<file path="src/rtl/sprite_pkg.sv">
// Shared colour type and constants for the sprite layer mapper.
package sprite_pkg;

   typedef struct packed {
      logic [7:0] r;
      logic [7:0] g;
      logic [7:0] b;
   } rgb_t;

   localparam logic [7:0] BG_BLUE_BASE = 8'h7F;
   localparam rgb_t       WHITE        = '{r: 8'hFF, g: 8'hFF, b: 8'hFF};
   localparam int         HIT_ID_W     = 3;

endpackage

</file>
<file path="src/rtl/sprite_channel.sv">
// One sprite channel: frame-latched shadow registers, flash counter
// and the registered stage-1 hit for the current pixel.
module sprite_channel
   import sprite_pkg::*;
#(
   parameter int COORD_W      = 10,
   parameter int FLASH_FRAMES = 8
) (
   input  logic               clk,
   input  logic               reset,
   input  logic               frame_start,
   input  logic               pix_valid,
   input  logic [COORD_W-1:0] draw_x,
   input  logic [COORD_W-1:0] draw_y,
   input  logic [COORD_W-1:0] x_in,
   input  logic [COORD_W-1:0] y_in,
   input  logic [COORD_W-1:0] size_in,
   input  rgb_t               rgb_in,
   input  logic               en_in,
   input  logic               slice,
   output logic               hit,
   output rgb_t               rgb,
   output logic               flash
);

   logic [COORD_W-1:0] x_q, x_d;
   logic [COORD_W-1:0] y_q, y_d;
   logic [COORD_W-1:0] size_q, size_d;
   rgb_t               rgb_q, rgb_d;
   logic               en_q, en_d;
   logic [7:0]         cnt_q, cnt_d;
   logic               hit_q, hit_d;
   logic [COORD_W-1:0] dx, dy;

   always_comb begin
      x_d    = x_q;
      y_d    = y_q;
      size_d = size_q;
      rgb_d  = rgb_q;
      en_d   = en_q;
      if (frame_start) begin
         x_d    = x_in;
         y_d    = y_in;
         size_d = size_in;
         rgb_d  = rgb_in;
         en_d   = en_in;
      end
      // A slice wins over the frame decrement so retriggers never lose a frame.
      cnt_d = cnt_q;
      if (slice) begin
         cnt_d = 8'(FLASH_FRAMES);
      end else if (frame_start && cnt_q != 8'd0) begin
         cnt_d = cnt_q - 8'd1;
      end
      // Modular offsets make coordinates left/above the sprite wrap large.
      dx    = draw_x - x_q;
      dy    = draw_y - y_q;
      hit_d = pix_valid && en_q && (dx < size_q) && (dy < size_q);
   end

   always_ff @(posedge clk) begin
      if (reset) begin
         x_q    <= '0;
         y_q    <= '0;
         size_q <= '0;
         rgb_q  <= '0;
         en_q   <= 1'b0;
         cnt_q  <= '0;
         hit_q  <= 1'b0;
      end else begin
         x_q    <= x_d;
         y_q    <= y_d;
         size_q <= size_d;
         rgb_q  <= rgb_d;
         en_q   <= en_d;
         cnt_q  <= cnt_d;
         hit_q  <= hit_d;
      end
   end

   assign hit   = hit_q;
   assign rgb   = rgb_q;
   assign flash = (cnt_q != 8'd0);

endmodule

</file>
<file path="src/rtl/sprite_layer_mapper.sv">
// Sprite compositor: per-channel hit tests, lowest-index priority,
// flash-to-white and a gradient background, two cycles of latency.
module sprite_layer_mapper
   import sprite_pkg::*;
#(
   parameter int NUM_SPRITES  = 4,
   parameter int COORD_W      = 10,
   parameter int FLASH_FRAMES = 8
) (
   input  logic                           Clk,
   input  logic                           Reset,
   input  logic                           frame_start,
   input  logic                           pix_valid,
   input  logic [COORD_W-1:0]             DrawX,
   input  logic [COORD_W-1:0]             DrawY,
   input  logic [NUM_SPRITES*COORD_W-1:0] spr_x,
   input  logic [NUM_SPRITES*COORD_W-1:0] spr_y,
   input  logic [NUM_SPRITES*COORD_W-1:0] spr_size,
   input  logic [NUM_SPRITES*24-1:0]      spr_rgb,
   input  logic [NUM_SPRITES-1:0]         spr_en,
   input  logic [NUM_SPRITES-1:0]         spr_slice,
   output logic [7:0]                     Red,
   output logic [7:0]                     Green,
   output logic [7:0]                     Blue,
   output logic                           rgb_valid,
   output logic                           hit_any,
   output logic [HIT_ID_W-1:0]            hit_id
);

   logic [NUM_SPRITES-1:0] hit1;
   logic [NUM_SPRITES-1:0] flash;
   rgb_t                   ch_rgb [NUM_SPRITES];

   for (genvar i = 0; i < NUM_SPRITES; i++) begin : g_ch
      sprite_channel #(
         .COORD_W      (COORD_W),
         .FLASH_FRAMES (FLASH_FRAMES)
      ) u_ch (
         .clk         (Clk),
         .reset       (Reset),
         .frame_start (frame_start),
         .pix_valid   (pix_valid),
         .draw_x      (DrawX),
         .draw_y      (DrawY),
         .x_in        (spr_x[i*COORD_W +: COORD_W]),
         .y_in        (spr_y[i*COORD_W +: COORD_W]),
         .size_in     (spr_size[i*COORD_W +: COORD_W]),
         .rgb_in      (spr_rgb[i*24 +: 24]),
         .en_in       (spr_en[i]),
         .slice       (spr_slice[i]),
         .hit         (hit1[i]),
         .rgb         (ch_rgb[i]),
         .flash       (flash[i])
      );
   end

   logic [6:0]          xcol_q, xcol_d;
   logic                valid1_q, valid1_d;
   logic                valid2_q, valid2_d;
   logic                any2_q, any2_d;
   logic [HIT_ID_W-1:0] id2_q, id2_d;
   rgb_t                rgb2_q, rgb2_d;
   logic                win_any;
   logic [HIT_ID_W-1:0] win_id;
   rgb_t                win_rgb;

   always_comb begin
      valid1_d = pix_valid;
      xcol_d   = pix_valid ? DrawX[COORD_W-1 -: 7] : 7'd0;
      win_any  = 1'b0;
      win_id   = '0;
      win_rgb  = '0;
      // Scan downwards so the lowest-index hit is the last to be kept.
      for (int i = NUM_SPRITES - 1; i >= 0; i--) begin
         if (hit1[i]) begin
            win_any = 1'b1;
            win_id  = HIT_ID_W'(i);
            win_rgb = flash[i] ? WHITE : ch_rgb[i];
         end
      end
      valid2_d = valid1_q;
      any2_d   = valid1_q && win_any;
      id2_d    = any2_d ? win_id : '0;
      rgb2_d   = '0;
      if (valid1_q) begin
         if (win_any) begin
            rgb2_d = win_rgb;
         end else begin
            rgb2_d.b = BG_BLUE_BASE - {1'b0, xcol_q};
         end
      end
   end

   always_ff @(posedge Clk) begin
      if (Reset) begin
         xcol_q   <= '0;
         valid1_q <= 1'b0;
         valid2_q <= 1'b0;
         any2_q   <= 1'b0;
         id2_q    <= '0;
         rgb2_q   <= '0;
      end else begin
         xcol_q   <= xcol_d;
         valid1_q <= valid1_d;
         valid2_q <= valid2_d;
         any2_q   <= any2_d;
         id2_q    <= id2_d;
         rgb2_q   <= rgb2_d;
      end
   end

   assign Red       = rgb2_q.r;
   assign Green     = rgb2_q.g;
   assign Blue      = rgb2_q.b;
   assign rgb_valid = valid2_q;
   assign hit_any   = any2_q;
   assign hit_id    = id2_q;

endmodule

</file>
<file path="config.mk">
export PLATFORM = sky130hd
export DESIGN_NAME = sprite_layer_mapper
export DESIGN_NICKNAME = d
export VERILOG_FILES = /design/src/rtl/sprite_pkg.sv /design/src/rtl/sprite_channel.sv /design/src/rtl/sprite_layer_mapper.sv
export SDC_FILE = /design/constraint.sdc
export NUM_CORES = 1
export LEC_CHECK = 0
export BUFFER_PORTS_ARGS = -buffer_cell sky130_fd_sc_hd__clkbuf_2
export CAP_MARGIN = 20
export CORE_ASPECT_RATIO = 1.5
export CORE_MARGIN = 2
export CORE_UTILIZATION = 59
export CTS_BUF_LIST = sky130_fd_sc_hd__clkbuf_8
export DETAILED_ROUTE_END_ITERATION = 8
export GPL_TIMING_DRIVEN = 0
export PLACE_DENSITY = 0.83
export SLEW_MARGIN = 20
export SYNTH_ARGS = -nofsm -noshare
export SYNTH_HDL_FRONTEND = slang
export SYNTH_SLANG_ARGS = --single-unit
</file>
<file path="constraint.sdc">
create_clock -name Clk -period 3.5 [get_ports Clk]
set_input_delay 0.35 -clock Clk [delete_from_list [all_inputs] [get_ports Clk]]
set_output_delay 0.35 -clock Clk [all_outputs]
set_load 0.005 [all_outputs]
</file>
==> impl_summary.log <==
[metrics] run status: complete, no violations
[metrics] total length of routed wires: 50,200 um
[metrics] cells along the critical path: inv_1 > ha_1 > and4_1 > a221oi_1 > nor4b_1 > a311o_1 > ha_1 > a221oi_1 > nand4_1 > a311oi_1 > o211a_1
[metrics] Core ar.: 26,490 um^2
[metrics] area of the mapped netlist: about 16,000 um^2
[metrics] worst min-delay path class: in -> reg
[metrics] routed length per instance: 19.73 um
[metrics] transition time of the tightest slew-check pin: between 1 and 1.5 ns
[metrics] beginning of the worst register-to-register path: g_ch[3].u_ch.x_q[5]$_SDFFE_PP0P_
[metrics] Port Buf Inserts: 273
[metrics] detailed-routed wire length on met3: 3525 um
[metrics] CP Data Required Time: 4.03 ns
[metrics] chip height: 205.0 um
[metrics] effective utilization at floorplan: 59.98%
[metrics] area after detailed placement: 17,670 um^2
[metrics] hold slack: 0.009203 ns
[metrics] critical register-to-register path endpoint: g_ch[3].u_ch.hit$_SDFF_PP0_
[metrics] maximum clock frequency: 322.7 MHz
[metrics] non-filler instance count after layout: 2,545
[metrics] setup violation total in the final timing report: 0
[metrics] Inserted Clock Buffers: 45
[metrics] Yosys warning total: 0
[metrics] buffering stage count on the worst path with inverters included: 1
[metrics] critical path fanouts, max: 5
[metrics] CTS tree: built
[metrics] average size of a mapped cell: 8.975 um^2
[metrics] root buf cell: sky130_fd_sc_hd__clkbuf_8
[metrics] vias in the first global route: approximately 15,000
[metrics] startpoint type of the worst setup path: flip-flop
[metrics] total number of clock tree sinks: 292
[metrics] post-layout total power: 0.008690 W
[metrics] path depth of the worst reg2reg path: 11
[metrics] buffer count from post-CTS setup fixing: 0
[metrics] number of enable-type register cells in the synthesized netlist: 0
[metrics] cell leakage power: 8.928 nW
[metrics] Worst EP arrival: around 3.6 ns
[metrics] # IOs: 277
[metrics] Max Slew Vio Count: 0
[metrics] proportion of netlist area held by the largest area contributor: 36.80%
[metrics] routed via count: 14,860
[metrics] vias per std cell: between 5 and 6
[metrics] post-detailed-route count of antenna-violating nets: 0
[metrics] area added between synthesis and finish: 22.04%
[metrics] Setup Total Neg Slack: 0 ns
[metrics] wire length on met2: roughly 24,000 um
[metrics] sequential element share of the synthesized area: between 30% and 40%
[metrics] Min-Delay Endpoint: g_ch[3].u_ch.size_q[1]$_SDFFE_PP0P_
[metrics] Final #Nets: 2,579
[metrics] number of instances in the placed design: between 2,000 and 2,500
[metrics] areal power density over the cells: between 400 and 500 nW/um^2
[metrics] all-layer global routing usage: 34.80%
[metrics] count of maximum capacitance violations: 0
[metrics] clock skew: 0.01582 ns
[metrics] Synth Net Count: 2,178
[metrics] floorplan die area: around 28,000 um^2
[metrics] element type at the critical path end: flip-flop
[metrics] Die Width: 138.0 um
[metrics] setup repair after global routing missed its margin: false
[metrics] met1 WL: 18,020 um
[metrics] Async S/R FF share, synth: 0%
[metrics] Max VDD drop: 320.3 uV
[metrics] antenna violations before repair: 3
[metrics] maximum cell stage delay along the critical path: 0.42 ns
[metrics] final critical-path required period: about 3.1 ns
[metrics] clock insertion delay at the later pin of the skew report: between 0.5 and 0.6 ns
[metrics] maximum number of buffers from clock root to sink: 3
[metrics] type of the worst setup path: reg -> reg
[metrics] CTS H-Tree Depth: 2
[metrics] Crit-path slowest cell: sky130_fd_sc_hd__a221oi_1
[metrics] count of distinct cell types in the synthesized netlist: 58
[metrics] drt first pass iters: 5
[metrics] Post-synth top flop: sky130_fd_sc_hd__dfxtp_1
[metrics] cells taking the most area after synthesis: sky130_fd_sc_hd__dfxtp_1, sky130_fd_sc_hd__mux2i_1, sky130_fd_sc_hd__ha_1
[metrics] post-synth top area cell: sky130_fd_sc_hd__dfxtp_1
[metrics] reg-to-reg setup timing slack: 0.40 ns
[metrics] Final Wtd Congestion: roughly 0.95
[metrics] leftover overflow at the end of global routing: 0
[metrics] DRC viols: 0
[metrics] most common cell after layout, fill and taps aside: sky130_fd_sc_hd__nor2_1
[metrics] standard-cell row count: 73
[metrics] final design instance area without fill: 19,390 um^2
[metrics] hpwl dp: roughly 37,000 um
[metrics] final count of hold timing violations: 0
[metrics] dominant delay contributor by cell family on the critical path: compound AO/OA/AOI/OAI gates
[metrics] worst hold path startpoint: spr_size[31]
[metrics] register bit total from synthesis: 292
[metrics] post-synthesis cell count: 1,770
[metrics] final critical-path share of the clock period: 88.53%
[metrics] starting DRC count in detailed routing: 887
[metrics] top library cells by usage in the layout, fill and taps aside: sky130_fd_sc_hd__nor2_1, sky130_fd_sc_hd__dfxtp_1, sky130_fd_sc_hd__clkbuf_2
[metrics] largest net degree at the start of global routing: 13
[metrics] number of stages on the worst hold path: 3
[metrics] top layer used by detailed routing: met5
[metrics] global-route wire length before repair: 75,100 um
[metrics] fraction of layout instances using a drive strength above 1: 16.36%
[metrics] tightest slew margin relative to the limit: 28.04%
[metrics] Clock Pin Slew Worst Setup and Hold Paths: about 0.070 ns
[power breakdown]
part	total (W)	internal [W]	switching, W
Clock	0.00287	0.00147	0.00140
Combinational	0.00218	0.000972	0.00121
Sequential	0.00364	0.00351	0.000129
Total	0.00869	0.00595	0.00274
[worst min-delay path: stages]
cell                       delay [ns]
sky130_fd_sc_hd__clkbuf_2        0.07
sky130_fd_sc_hd__mux2i_1         0.05
sky130_fd_sc_hd__nor2_1          0.07
[cells in the mapped netlist, drive strengths merged (19+ instances only)]
master	count
mux2i	220
nor3	20
nor2	310
o21ai	74
o21a	22
clkbuf	50
ha	152
xnor2	53
a31oi	27
a21o	19
a21oi	61
buf	25
inv	140
nand3	27
dfxtp	292
o221ai	29
xor2	27
nand2	43
[how the worst max path moves through the flow]
stage / start / to / slack [ns] / cells after the start
3_5_place_dp: DrawX[1] / g_ch[0].u_ch.hit$_SDFF_PP0_ / 0.01 / 13
4_1_cts: g_ch[0].u_ch.x_q[4]$_SDFFE_PP0P_ / g_ch[0].u_ch.hit$_SDFF_PP0_ / 0.36 / 12
3_3_place_gp: DrawX[1] / g_ch[0].u_ch.hit$_SDFF_PP0_ / 0.004 / 13
2_1_floorplan: DrawX[4] / g_ch[3].u_ch.hit$_SDFF_PP0_ / 0.76 / 11
6_report: g_ch[3].u_ch.x_q[5]$_SDFFE_PP0P_ / g_ch[3].u_ch.hit$_SDFF_PP0_ / 0.40 / 11
5_1_grt: g_ch[0].u_ch.x_q[4]$_SDFFE_PP0P_ / g_ch[0].u_ch.hit$_SDFF_PP0_ / 0.13 / 12
[per-layer routing]
metal	track usage, %	vias to the layer above
li1	-	7022
met1	35.84	6830
met2	60.33	739
met3	6.904	269
met4	27.66	2
met5	0	-
[timing repair]
| item | 4_1_cts | 5_1_grt |
|---|---|---|
| hold buffers | 81 | 0 |
| hold endpoints to repair | 81 | 0 |
| endpoints found under the setup margin | 0 | 1 |
| gates resized for setup | 0 | 1 |
[cells by family (layout without fill, tap and decap cells)]
family                   after synthesis  count (layout)  share of synthesized area (%)
flip-flops                           292             292                          36.80
AND/OR/NAND/NOR                      498             498                          13.98
multiplexers                         220             220                          13.86
other                                  1               3                        0.02360
adder cells (fa/ha/maj)              160             160                          12.98
XOR/XNOR                              80              80                          4.411
AO/OA/AOI/OAI                        303             303                          12.72
buffers and inverters                216             652                          5.230
[through the flow]
stage	utilization, %	worst slack (ns)
after global routing	73.20	0.1303
after detailed placement	66.73	0.01327
after CTS	73.16	0.3588
after floorplan	-	0.7593
after global placement	66.73	0.003589
final	73.20	0.4014
[state kept, by name, summed over array words and instances (netlist names), 8 cells and up]
signal	flops
Green	8
g_ch.u_ch.x_q	40
Red	8
g_ch.u_ch.size_q	40
g_ch.u_ch.y_q	40
g_ch.u_ch.cnt_q	32
Blue	8
g_ch.u_ch.rgb	96
[cell type report]
type	instances	area [um^2]
Antenna cell	2	5.005
Buffer	75	301.5
Clock buffer	53	729.5
Clock inverter	29	162.7
Fill cell	1973	7099
Inverter	141	529.3
Multi-Input combinational cell	1262	9216
Sequential cell	292	5846
Tap cell	337	421.7
Timing Repair Buffer	354	2177
Power figures use the tool's default switching activity.
